[src/rtl/simpleadder_driver.sv]
// Requester-side driver for simpleadder: one request in, operands driven for ALU_LATENCY edges, one response out.
// Define SIMPLEADDER_DRIVER_CHECK_EN to add an internal reference result and the rsp_mismatch output.
module simpleadder_driver #(
    parameter int LENGTH      = 16,
    parameter int ALU_LATENCY = 2,
    parameter int CNT_W       = 8
) (
    input  logic              sig_clock,
    input  logic              sig_rst,
    input  logic              req_valid,
    output logic              req_ready,
    input  logic [1:0]        req_op,
    input  logic [LENGTH-1:0] req_ina,
    input  logic [LENGTH-1:0] req_inb,
    output logic [1:0]        operation,
    output logic [LENGTH-1:0] sig_ina,
    output logic [LENGTH-1:0] sig_inb,
    input  logic [LENGTH:0]   sig_out,
    output logic              rsp_valid,
    input  logic              rsp_ready,
    output logic [1:0]        rsp_op,
    output logic [LENGTH:0]   rsp_data,
    output logic              rsp_illegal,
    output logic [CNT_W-1:0]  txn_count,
    output logic [1:0]        dbg_state
`ifdef SIMPLEADDER_DRIVER_CHECK_EN
    ,
    output logic              rsp_mismatch
`endif
);

    // Both ports are valid/ready: a transfer happens on a rising edge where valid and ready
    // are both high; a raised valid holds its payload unchanged until that edge.

    localparam int WCNT_W = (ALU_LATENCY < 1) ? 1 : $clog2(ALU_LATENCY + 1);
    localparam logic [1:0] OP_NOP = 2'b00;
    localparam logic [1:0] OP_SUB = 2'b01;
    localparam logic [1:0] OP_ADD = 2'b10;

    typedef enum logic [1:0] {
        IDLE = 2'd0,
        WAIT = 2'd1,
        RESP = 2'd2
    } state_t;

    state_t              state_q, state_d;
    logic [WCNT_W-1:0]   wait_cnt_q, wait_cnt_d;
    logic                req_ready_d;
    logic [1:0]          operation_d;
    logic [LENGTH-1:0]   sig_ina_d, sig_inb_d;
    logic                rsp_valid_d;
    logic [1:0]          rsp_op_d;
    logic [LENGTH:0]     rsp_data_d;
    logic                rsp_illegal_d;
    logic [CNT_W-1:0]    txn_count_d;
`ifdef SIMPLEADDER_DRIVER_CHECK_EN
    logic                rsp_mismatch_d;
    logic [LENGTH:0]     exp_result;

    // Reference result from the operands currently held on the adder inputs.
    always_comb begin
        if (operation == OP_ADD) begin
            exp_result = {1'b0, sig_ina} + {1'b0, sig_inb};
        end else begin
            exp_result = {1'b0, sig_ina} - {1'b0, sig_inb};
        end
    end
`endif

    assign dbg_state = state_q;

    always_comb begin
        state_d       = state_q;
        wait_cnt_d    = wait_cnt_q;
        operation_d   = operation;
        sig_ina_d     = sig_ina;
        sig_inb_d     = sig_inb;
        rsp_valid_d   = rsp_valid;
        rsp_op_d      = rsp_op;
        rsp_data_d    = rsp_data;
        rsp_illegal_d = rsp_illegal;
        txn_count_d   = txn_count;
`ifdef SIMPLEADDER_DRIVER_CHECK_EN
        rsp_mismatch_d = rsp_mismatch;
`endif
        case (state_q)
            IDLE: begin
                if (req_valid && req_ready) begin
                    rsp_op_d = req_op;
                    if (req_op == OP_ADD || req_op == OP_SUB) begin
                        operation_d = req_op;
                        sig_ina_d   = req_ina;
                        sig_inb_d   = req_inb;
                        wait_cnt_d  = WCNT_W'(ALU_LATENCY);
                        state_d     = WAIT;
                    end else begin
                        // Illegal ops never reach the adder and are answered immediately.
                        operation_d   = OP_NOP;
                        rsp_data_d    = '0;
                        rsp_illegal_d = 1'b1;
                        rsp_valid_d   = 1'b1;
`ifdef SIMPLEADDER_DRIVER_CHECK_EN
                        rsp_mismatch_d = 1'b0;
`endif
                        state_d       = RESP;
                    end
                end
            end
            WAIT: begin
                if (wait_cnt_q == '0) begin
                    rsp_data_d  = sig_out;
                    rsp_valid_d = 1'b1;
                    operation_d = OP_NOP;
`ifdef SIMPLEADDER_DRIVER_CHECK_EN
                    rsp_mismatch_d = (sig_out !== exp_result);
`endif
                    state_d     = RESP;
                end else begin
                    wait_cnt_d = wait_cnt_q - WCNT_W'(1);
                end
            end
            RESP: begin
                if (rsp_ready) begin
                    rsp_valid_d   = 1'b0;
                    rsp_illegal_d = 1'b0;
`ifdef SIMPLEADDER_DRIVER_CHECK_EN
                    rsp_mismatch_d = 1'b0;
`endif
                    txn_count_d   = txn_count + CNT_W'(1);
                    state_d       = IDLE;
                end
            end
            default: begin
                state_d = IDLE;
            end
        endcase
        // Registered ready: the edge that returns to IDLE cannot also accept a request.
        req_ready_d = (state_d == IDLE);
    end

    always_ff @(posedge sig_clock or negedge sig_rst) begin
        if (!sig_rst) begin
            state_q     <= IDLE;
            wait_cnt_q  <= '0;
            req_ready   <= 1'b0;
            operation   <= OP_NOP;
            sig_ina     <= '0;
            sig_inb     <= '0;
            rsp_valid   <= 1'b0;
            rsp_op      <= '0;
            rsp_data    <= '0;
            rsp_illegal <= 1'b0;
            txn_count   <= '0;
`ifdef SIMPLEADDER_DRIVER_CHECK_EN
            rsp_mismatch <= 1'b0;
`endif
        end else begin
            state_q     <= state_d;
            wait_cnt_q  <= wait_cnt_d;
            req_ready   <= req_ready_d;
            operation   <= operation_d;
            sig_ina     <= sig_ina_d;
            sig_inb     <= sig_inb_d;
            rsp_valid   <= rsp_valid_d;
            rsp_op      <= rsp_op_d;
            rsp_data    <= rsp_data_d;
            rsp_illegal <= rsp_illegal_d;
            txn_count   <= txn_count_d;
`ifdef SIMPLEADDER_DRIVER_CHECK_EN
            rsp_mismatch <= rsp_mismatch_d;
`endif
        end
    end

endmodule

[config.mk]
export PLATFORM = sky130hd
export DESIGN_NAME = simpleadder_driver
export DESIGN_NICKNAME = d
export VERILOG_FILES = /design/src/rtl/simpleadder_driver.sv
export SDC_FILE = /design/constraint.sdc
export NUM_CORES = 1
export LEC_CHECK = 0
export BUFFER_PORTS_ARGS = -buffer_cell sky130_fd_sc_hd__clkbuf_2
export CAP_MARGIN = 0
export CORE_UTILIZATION = 47
export DETAILED_ROUTE_END_ITERATION = 6
export GPL_TIMING_DRIVEN = 0
export MAX_ROUTING_LAYER = met4
export PLACE_DENSITY = 0.88
export SLEW_MARGIN = 20
export SYNTH_ARGS = -nofsm -noshare
export SYNTH_HDL_FRONTEND = slang
export SYNTH_SLANG_ARGS = --single-unit
export TNS_END_PERCENT = 5
[constraint.sdc]
create_clock -name sig_clock -period 2.3 [get_ports sig_clock]
set_clock_uncertainty 0.05 [all_clocks]
set_input_delay 0.115 -clock sig_clock [delete_from_list [all_inputs] [get_ports sig_clock]]
set_output_delay 0.115 -clock sig_clock [all_outputs]
set_load 0.005 [all_outputs]
; Word-level counts from Yosys, hierarchy flattened
; Cells that the tools add are included.
[totals]
regBits = 68
word_cells = 62
output_inout_bits = 66
in_bits = 55
[op_classes]
muxes = 23
n_reduce_logical = 16
addsub = 2
n_eq_ne = 10
[ops]
columns = cell, count
row1 = $mux W17, 3
row2 = $pmux W17 S2, 1
row3 = $mux W2, 10
row4 = $ne A2 B2 Y1 const B, 6
row5 = $reduce_and A4 Y1, 3
row6 = $add A8 B1 Y8 const B, 1
row7 = $pmux W2 S2, 2
row8 = $logic_not A2 Y1, 3
row9 = $pmux W2 S3, 1
row10 = $reduce_and A3 Y1, 2
row11 = $reduce_and A5 Y1, 1
row12 = $eq A2 B1 Y1 const B, 2
row13 = $eq A2 B2 Y1 const B, 2
row14 = $mux W1, 4
row15 = $reduce_and A2 Y1, 2
row16 = $reduce_bool A2 Y1, 2
row17 = $pmux W1 S3, 1
row18 = $reduce_bool A3 Y1, 1
row19 = $pmux W1 S2, 1
row20 = $sub A2 B1 Y2 const B, 1
row21 = $logic_and A1 B1 Y1, 1
row22 = $logic_or A1 B1 Y1, 1

; Longest topological paths before layout
; Gate-level depths: netlist of run 1.
[logic_depth]
depth_word = 6
ltp_mapped = 7
mapped_depth_nobuf = 5

; Least setup slack after synthesis of run 1
; Ideal clock, no wire load.
[synth_path]
path_type = register -> register
from = register state_q[1], in the netlist dbg_state[1]
to = register sig_ina[10]
path_buffers = 3
required_time_ps = 2125
arrival_time_ps = 1582
path_stages_with_launch = 7
path_slack_ps = 543
setup_time_ps = 125
path_cell_list = dfrtp_1 -> nor4bb_1 -> buf_4 -> and2b_1 -> buf_6 -> buf_12 -> mux2_4
[synth_via]
elab_chain_len = 2
[synth_lines]
columns = item, line_no
row1 = start: declaration, 46  ; state_t state_q, state_d;
row2 = start signal: assignment, 158  ; state_q <= state_d;
row3 = $logic_not A2 Y1, 86  ; case (state_q)
row4 = $reduce_and A3 Y1 (no line), n/a
row5 = end signal: assignment, 162  ; sig_ina <= sig_ina_d;
row6 = end: declaration, 16  ; output logic [LENGTH-1:0] sig_ina,
; No other way between the ends.
; A chain may end at the register's enable or synchronous reset.

; Worst setup path in the final report of run 1
[layout_path]
from = register state_q[1], in the netlist dbg_state[1]
to = register sig_ina[5]
; The elaborated chain is that of the path after synthesis.

==> flow_summary.toml, run 1 <==
[outcome]
outcome = "finished, final reports clean"

[critical_path]
r2r_slack_ns = 0.35
worstPathArrival_ns = 2.11
cp-startpoint = "dbg_state[1]"
startpoint_type = "flop"
end_kind = "flop"
crit_fanout = 10
r2r_cells = 6
cp.required_ns = 2.47
worstReg2RegEnd = "sig_ina[5]"
worstSetupPathType = "flop to flop"
rr_startpoint = "dbg_state[1]"

[sta]
finalSetupTns_ns = 0
hold_viol = 0
timing.fmax_mhz = 513.6
final_max_slew_viol_count = 0
slew_headroom_pct = 64.60
fin_hold_ws_ns = 0.01632
fin_crit_sh_pct = 84.65
setup_violations = 0
grt_setup_unrepaired = "false"
min_period_ns = 1.947
tightest_slew_ns = 0.5311

[place]
placed_cell_area_um2 = 3550
place_hpwl_um = 4703
gp_congestion = 0.8169
io_buffers = 120

[routing]
avgRoutedWirePerCell_um = 17.55
vias = 2272
antenna_left = 0
dr.pass1.iters = 4
vias_per_cell = 5.060
drt_iter0_drc = 122
wirelength_um = 7879
drt_drc_violations_left = 0

[clock_tree]
postCtsSetupRepairBufs = 0
cts_tree = "yes"
htree_levels = 3
clkTransAtPathRegs_ns = 0.07
root_buffer = "clkbuf_8"
insertion_delay_ns = 0.33
cts.sinks = 68
cts_buffers = 9
cts_buffer_depth = 2

[power]
power.leakage_nw = 2.219
ir_worst_vdd_mv = 0.5774
power_per_cell_area_nw_per_um2 = 1147
sw_frac_of_total_pct = 31.63
clkPwrFrac_pct = 19.6
p_sw_mw = 1.543
pwr-share-seq_pct = 42.1
comb_power_share_pct = 38.3
p_int_mw = 3.335

[finish]
drive_gt1_share_pct = 47.87
fillers = 355
finalNetCount = 432
area_growth_pct = 49.93
final_area_um2 = 4253

[synth]
netlist_area_um2 = 2836
ys_seq_area_share_pct = 59.99
synth_fp_nets = 249
syn_avg_cell_area_um2 = 15.01
syn_inst = 189
synth.distinct_cells = 33
yosysWarnings = 0
synth_seq_cells = 68

[global_routing]
grt_pass1_wl_um = 12390
globalRouteOverflowTotal = 0
grt_usage_pct = 27.64
grt_max_degree = 39
grt_pass1_vias = 2451
antenna_found_initial = 1

[floorplanning]
core-area_um2 = 5675
initial_core_util_pct = 49.98
die_y_um = 79.69
die_w_um = 79.69
dieArea_um2 = 6350
rows = 27
io_pins = 121

[job]
maxCapViolations = 0

[worst_hold_path]
hold_depth = 2
hold_start = "req_op[0]"
holdPathEnd = "rsp_op[0]"
min_path_type = "primary input to flop"
==> state kept, by name, indices dropped and copies added, names as in the netlist, 2 cells and up <==
name / count
rsp_op: 2
operation: 2
rsp_data: 17
wait_cnt_q: 2
txn_count: 8
dbg_state: 2
sig_inb: 16
sig_ina: 16
==> kinds of logic after synthesis <==
kind of cell             share of synthesized area (%)
flip-flops                                       59.99
XOR/XNOR                                         2.161
AO/OA/AOI/OAI                                    7.278
multiplexers                                     17.34
buffers and inverters                            4.279
adder cells (fa/ha/maj)                          2.206
AND/OR/NAND/NOR                                  6.749
==> layer usage <==
| metal | wire length (µm) | GRT usage [%] | vias up |
|---|---|---|---|
| met4 | 162 | 11.45 | 0 |
| met3 | 460 | 6.514 | 16 |
| li1 | - | - | 1035 |
| met5 | 0 | - | - |
| met1 | 3121 | 31.09 | 1131 |
| met2 | 4134 | 47.18 | 90 |
==> per-stage QoR <==
step	cells	power [mW]	utilization, %	setup slack, ns
finish	449	4.878	74.93	0.3530
global route	449	5.180	74.93	0.2180
CTS	448	4.824	74.89	0.3479
detailed placement	382	3.797	62.54	0.3550
global placement	381	3.704	62.15	0.4191
floorplan	189	3.012	-	0.5434
==> power by group through the flow <==
stage          clock network (mW)  logic (mW)  registers [mW]
2_1_floorplan                   0       0.964            2.05
3_3_place_gp                    0        1.70            2.00
3_5_place_dp                    0        1.75            2.05
4_1_cts                     0.960        1.84            2.03
5_1_grt                      1.04        2.02            2.11
6_report                    0.955        1.87            2.05
==> area by class of cell <==
| type | instances | area (µm²) | area share [%] |
|---|---|---|---|
| Sequential cell | 68 | 1702 | 40.01 |
| Timing Repair Buffer | 172 | 1134 | 26.65 |
| Multi-Input combinational cell | 106 | 1013 | 23.83 |
| Clock buffer | 10 | 137.6 | 3.236 |
| Buffer | 10 | 102.6 | 2.412 |
| Tap cell | 72 | 90.09 | 2.118 |
| Clock inverter | 5 | 52.55 | 1.236 |
| Inverter | 5 | 18.77 | 0.4413 |
| Antenna cell | 1 | 2.502 | 0.05884 |
==> repair_timing <==
action / in CTS / in global routing
endpoints found under the hold margin: 87 / 0
setup endpoints to repair: 0 / 0
gates resized for setup: 0 / 0
hold buffers: 51 / 0
==> cells in the final DEF, fill, tap and decap left out, types with 2 or more instances in the layout <==
master	instances
xor2_1	3
a22o_1	19
inv_1	5
and3b_1	2
nor2_1	4
nand4_1	3
dfrtp_1	68
ha_1	5
clkinv_2	3
nand2b_1	2
nand2_1	13
mux2_4	29
clkbuf_2	119
clkbuf_8	10
mux2_2	5
nor3_1	2
buf_2	4
nor3b_1	2
dlygate4sd3_1	51
buf_12	4
xnor2_1	4
==> critical path, cell delays in order (launching register included) <==
cell and delay (ns):
dfrtp_1 0.48, nor4bb_1 0.32, buf_4 0.22, and2b_1 0.14
buf_6 0.15, buf_12 0.15, mux2_4 0.31
==> worst max path at each step <==
| stage | cells past startpoint | to |
|---|---|---|
| CTS | 6 | sig_ina[5] |
| floorplan | 6 | sig_ina[10] |
| global placement | 6 | sig_ina[2] |
| finish | 6 | sig_ina[5] |
| global route | 6 | sig_ina[5] |
| detailed placement | 6 | sig_inb[12] |
==> Yosys cell counts (all sizes together) <==
| library cell | instances | area (µm²) |
|---|---|---|
| and2b | 1 | 7.510 |
| ha | 5 | 62.56 |
| nor3 | 2 | 10.01 |
| clkbuf | 1 | 3.750 |
| nand3 | 1 | 5.000 |
| dfrtp | 68 | 1702 |
| mux2 | 34 | 491.7 |
| o21ai | 1 | 5.000 |
| a31oi | 1 | 6.260 |
| or3b | 1 | 8.760 |
| a21o | 1 | 7.510 |
| a22oi | 1 | 7.510 |
| nor3b | 2 | 15.01 |
| inv | 5 | 18.77 |
| nor4bb | 1 | 10.01 |
| nand4b | 1 | 8.760 |
| nor2 | 4 | 15.01 |
| nand3b | 1 | 7.510 |
| nand2b | 2 | 12.51 |
| and3b | 2 | 17.52 |
| a311oi | 1 | 8.760 |
| nand2 | 13 | 48.80 |
| xnor2 | 4 | 35.03 |
| a21oi | 1 | 5.000 |
| xor2 | 3 | 26.28 |
| buf | 9 | 98.85 |
| a22o | 19 | 166.4 |
| and3 | 1 | 6.260 |
| nand4 | 3 | 18.77 |
No activity file was read; power rests on OpenSTA's default activity.
==> run 2: changes to the inputs <==
- ABC_AREA: unset -> 1
- CORE_UTILIZATION: 47 -> 43
- PLACE_DENSITY: 0.88 -> 0.85
- clock period: 2.3 -> 1.73 ns (I/O delays scaled with it)
==> run 2 against run 1 <==
Net effect: synthesized cell count is 70% higher; clock-buffer cell count is 3 higher; flip-flop and latch count stayed put; synthesized area is 0.75% higher; critical path depth stayed put; hold slack better by 0.050 ns; sequential power is 30% higher; worst setup slack worse by 0.17 ns; via count is 26% higher; die area is 9.9% higher; global-route usage is 3.3 points lower; final area is 0.32% higher; largest cell class unchanged; largest power group unchanged.
==> flow_summary.toml, run 2 <==
[floorplanning]
core-area_um2 = 6386
die_w_um = 83.52
rows = 29
dieArea_um2 = 6976
initial_core_util_pct = 44.75
die_y_um = 83.52
io_pins = 121

[routing]
dr.pass1.iters = 4
drt_iter0_drc = 113
wirelength_um = 7942
top_layer = "met4"
antenna_left = 0
vias = 2856
avgRoutedWirePerCell_um = 13.55
vias_per_cell = 4.874
wl_met1_um = 3294
wl_met3_um = 425
dr_wl_met2_um = 3940
drt_drc_violations_left = 0

[global_routing]
globalRouteOverflowTotal = 0
grt_pass1_wl_um = 12800
antenna_found_initial = 0
grt_usage_pct = 24.37
grt_pass1_vias = 2854
grt_max_degree = 40

[clock_tree]
cts_resized = 0
insertion_delay_ns = 0.34
hold_buffers = 52
cts.sinks = 68
postCtsSetupRepairBufs = 0
cts_tree = "yes"
cts_buffer_depth = 2
clkTransAtPathRegs_ns = 0.07
root_buffer = "clkbuf_8"
cts_buffers = 9
htree_levels = 3

[finish]
final_area_um2 = 4267
final_common_cell = "nand2_1"
finalNetCount = 565
diodes = 0
final_util_pct = 66.81
largest_reg_flops = 17
mostFrequentLayoutCells = "nand2_1, clkbuf_2, dfrtp_1"
largestRegisters = "rsp_data: 17 flops, sig_ina: 16 flops, sig_inb: 16 flops"
largest_register = "rsp_data"
drive_gt1_share_pct = 30.26
area_growth_pct = 49.30

[worst_hold_path]
hold_depth = 4
hold_start = "rsp_ready"
min_path_type = "primary input to flop"

[synth]
ys.flop_type = "dfrtp_1"
synth_seq_cells = 68
synth.area.top_cells = "dfrtp_1, nand2_1, nand3_1, o21ai_1, ha_1"
ys_top_cells_by_count = "nand2_1, dfrtp_1, nand3_1"
netlist_area_um2 = 2858
ys_seq_area_share_pct = 59.54
yosysMostFrequentCell = "nand2_1"
yosys.area.top_type_share_pct = 59.54
syn_inst = 321
syn_avg_cell_area_um2 = 8.903
synth_edf_count = 0
yosysWarnings = 0
async_flop_share_pct = 100.0
synth.distinct_cells = 20
synth_fp_nets = 381
synth.largest_area_cell = "dfrtp_1"

[place]
gp_congestion = 0.8086
placed_cell_area_um2 = 3577
place_hpwl_um = 4840
io_buffers = 120

[power]
sw_frac_of_total_pct = 38.34
power.leakage_nw = 2.328
p_int_mw = 3.922
pwr-share-seq_pct = 42.0
power_per_cell_area_nw_per_um2 = 1491
ir_worst_vdd_mv = 0.8923
comb_power_share_pct = 39.9
p_sw_mw = 2.438
clkPwrFrac_pct = 18.1

[outcome]
outcome = "finished, final reports clean"

[sta]
final_max_slew_viol_count = 0
min_period_ns = 1.550
hold_viol = 0
setup_violations = 0
fin_crit_sh_pct = 89.60
finalSetupTns_ns = 0
tightest_slew_ns = 0.4902
timing.fmax_mhz = 645.1
slew_headroom_pct = 67.32
fin_hold_ws_ns = 0.06591
grt_setup_unrepaired = "false"

[critical_path]
r2r_cells = 6
worstPathArrival_ns = 1.73
worstSetupPathType = "flop to flop"
timing.critical_path.buf_inv = 2
slowest_delay_ns = 0.47
crit_path_end = "sig_ina[4]"
startpoint_type = "flop"
r2r_slack_ns = 0.18
path_depth = 6
crit_family = "buffers and inverters"
crit_fanout = 10
path_cells = "nor2_2 -> buf_2 -> nand2_2 -> buf_2 -> nand2_1 -> nand2_1"
cp.required_ns = 1.91
rr_startpoint = "dbg_state[1]"
worstReg2RegEnd = "sig_ina[4]"
crit_path_top_delay_cell = "dfrtp_1"
end_kind = "flop"
cp-startpoint = "dbg_state[1]"

[job]
maxCapViolations = 0
-- run 2: worst min-delay path by stage --
stage	end
CTS	dbg_state[1]
global route	dbg_state[1]
detailed placement	sig_ina[8]
finish	dbg_state[1]
floorplan	dbg_state[0]
global placement	sig_ina[12]
-- run 2: power groups by stage --
stage                     registers, mW  clock network [mW]  logic [mW]
after global placement             2.65                   0        2.34
after floorplan                    2.70                   0        1.29
final                              2.67                1.15        2.54
after CTS                          2.66                1.17        2.53
after detailed placement           2.67                   0        2.44
after global routing               2.74                1.25        2.86
-- run 2: layout make-up --
type | instances | area (µm²)
fillers | 493 | 2120
flip-flops and latches | 68 | 1702
repair buffers | 173 | 1144
multi-input cells | 224 | 1015
clock buffers | 13 | 158.9
well taps | 77 | 96.34
plain buffers | 15 | 88.84
inverters | 14 | 52.55
clock inverters | 2 | 10.01
-- run 2: cells by family after synthesis --
group	after synthesis	share of synthesized area, %
adders and majority gates	5	2.189
DFF	68	59.54
and+or+nand+nor	193	28.37
buffers and inverters	29	4.947
AOI/OAI and AO/OA	23	4.028
xor gates and xnor gates	3	0.9196
-- run 2: layer usage --
layer  up-vias  GRT usage, %
met4         0         12.48
li1       1389             -
met3        29         4.946
met1      1315         27.96
met2       123         40.69
met5         -             -
-- run 2: worst register-to-register path, cell delays in order, from the launching register on --
cell,delay [ns]
dfrtp_1,0.47
nor2_2,0.16
buf_2,0.26
nand2_2,0.14
buf_2,0.23
nand2_1,0.08
nand2_1,0.05
-- run 2: metrics by stage --
| step | instances | setup WS (ns) | total power [mW] |
|---|---|---|---|
| 2_1_floorplan | 321 | 0.4256 | 3.985 |
| 3_3_place_gp | 518 | 0.05968 | 4.996 |
| 3_5_place_dp | 519 | 0.09832 | 5.109 |
| 4_1_cts | 586 | 0.1568 | 6.356 |
| 5_1_grt | 586 | 0.05640 | 6.844 |
| 6_report | 586 | 0.1799 | 6.360 |
==> run 3: changes to the inputs <==
- CORE_UTILIZATION: 43 -> 50
- PLACE_DENSITY: 0.85 -> 0.92
- clock period: 1.73 -> 1.95 ns (I/O delays scaled with it)
==> run 3 against run 2 <==
Net effect: sequential share of layout area is essentially flat; flip-flop and latch count did not move; utilization is 11 points higher; clock power is 13% lower; total power down 11%; global-route usage grew 4.7 points; worst setup slack worse by 0.085 ns; clock-buffer cell count did not move; hold slack gained 0.041 ns.
==> flow_summary.toml, run 3 (synthesized netlist as in run 2, its figures left out) <==
[outcome]
outcome = "finished, final reports clean"

[place]
placed_cell_area_um2 = 3571
io_buffers = 120
pre_cts_slack_ns = 0.3331
place_hpwl_um = 5084
gp_congestion = 0.7988
dp.cells = 514

[sta]
timing.fmax_mhz = 539.1
final_max_slew_viol_count = 0
fin_crit_sh_pct = 95.12
slew_headroom_pct = 70.63
grt_setup_unrepaired = "true"
min_period_ns = 1.855
fin_ws_ns = 0.09522
setup_violations = 0
tightest_slew_ns = 0.4406
hold_viol = 0
fin_hold_ws_ns = 0.1069

[clock_tree]
insertion_delay_ns = 0.33
cts_tree = "yes"
cts_buffer_depth = 2
cts.sinks = 68
htree_levels = 3
root_buffer = "clkbuf_8"
cts_buffers = 9
clkTransAtPathRegs_ns = 0.07

[finish]
final_util_pct = 77.39
final_area_um2 = 4262
area_growth_pct = 49.12
final_common_cell = "nand2_1"
fillers = 370
finalNetCount = 565
largest_reg_flops = 17
diodes = 0
drive_gt1_share_pct = 30.45
mostFrequentLayoutCells = "nand2_1, clkbuf_2, dfrtp_1"
final_cells = 581
largest_register = "rsp_data"
largestRegisters = "rsp_data: 17 flops, sig_ina: 16 flops, sig_inb: 16 flops"

[routing]
dr_wl_met2_um = 4243
top_layer = "met4"
vias = 2902
antenna_left = 0
avgRoutedWirePerCell_um = 13.90
wirelength_um = 8074
drt_drc_violations_left = 0
vias_per_cell = 4.995
wl_met1_um = 3096
drt_iter0_drc = 175
dr.pass1.iters = 4
wl_met3_um = 463

[power]
power_per_cell_area_nw_per_um2 = 1328
ir_worst_vdd_mv = 0.7446
power.leakage_nw = 2.331

[critical_path]
r2r_cells = 6
worstSetupPathType = "primary input to flop"
end_kind = "flop"
crit_fanout = 10
cp.required_ns = 2.17
startpoint_type = "primary input"
worstPathArrival_ns = 2.07

[floorplanning]
core-area_um2 = 5507
io_pins = 121
die_w_um = 77.60
initial_core_util_pct = 51.90
dieArea_um2 = 6022
rows = 27
die_y_um = 77.60

[global_routing]
grt_pass1_vias = 2911
globalRouteOverflowTotal = 0
grt_usage_pct = 29.12
grt_max_degree = 42
antenna_found_initial = 0
grt_pass1_wl_um = 12970

[job]
maxCapViolations = 0

[worst_hold_path]
min_path_type = "primary input to flop"
hold_depth = 4
[run 3: cell count changes in the layout (fill, tap and decap cells not counted)]
cell	change
clkbuf_1	-1
clkbuf_2	+1
[run 3: power breakdown]
group / switching, mW / total, mW / internal [mW]
registers: 0.389 / 2.39 / 2.00
logic: 1.30 / 2.27 / 0.964
clock network: 0.482 / 1.00 / 0.521
total: 2.18 / 5.66 / 3.48
[run 3: worst max-delay path, stage by stage]
cell and delay (ns):
dlygate4sd3_1 0.53, clkbuf_2 0.11, inv_1 0.05, ha_1 0.33, nor2_2 0.28, clkbuf_1 0.40
nand3_1 0.16, nand2_1 0.11
[run 3: through the flow]
stage          power (mW)   TNS, ns
5_1_grt             6.112  -0.03341
4_1_cts             5.648         0
3_3_place_gp        4.418         0
3_5_place_dp        4.551         0
6_report            5.658         0
2_1_floorplan       3.535         0
[run 3: final timing paths]
check / slack, ns / end / start
min: 0.11 / dbg_state[1] / rsp_ready
max in group asynchronous: 1.10 / wait_cnt_q[0] / sig_rst
max: 0.1 / sig_ina[2] / req_op[0]
min reg2reg: 0.43 / sig_inb[11] / sig_inb[11]
min in group asynchronous: 0.21 / sig_inb[5] / sig_rst
max reg2reg: 0.41 / sig_ina[5] / dbg_state[1]
[run 3: timing repair]
item                                    4_1_cts  5_1_grt
hold endpoints to repair                     78        0
hold buffers                                 52        0
endpoints found under the setup margin        0        4
setup buffers                                 0        0
gates resized for setup                       0        2
[run 3: cell type report]
cell class	count	area, µm²	share of cell area (%)
plain buffers	15	90.09	2.114
clock buffers	13	158.9	3.729
clock inverters	2	10.01	0.2349
inverters	14	52.55	1.233
multi-input cells	224	1015	23.81
flip-flops and latches	68	1702	39.93
well taps	72	90.09	2.114
repair buffers	173	1144	26.84
[run 3: routing by layer]
layer	global-route usage, %	vias to the layer above
met2	50.62	123
li1	-	1395
met5	-	-
met1	31.47	1359
met4	13.40	0
met3	6.824	25
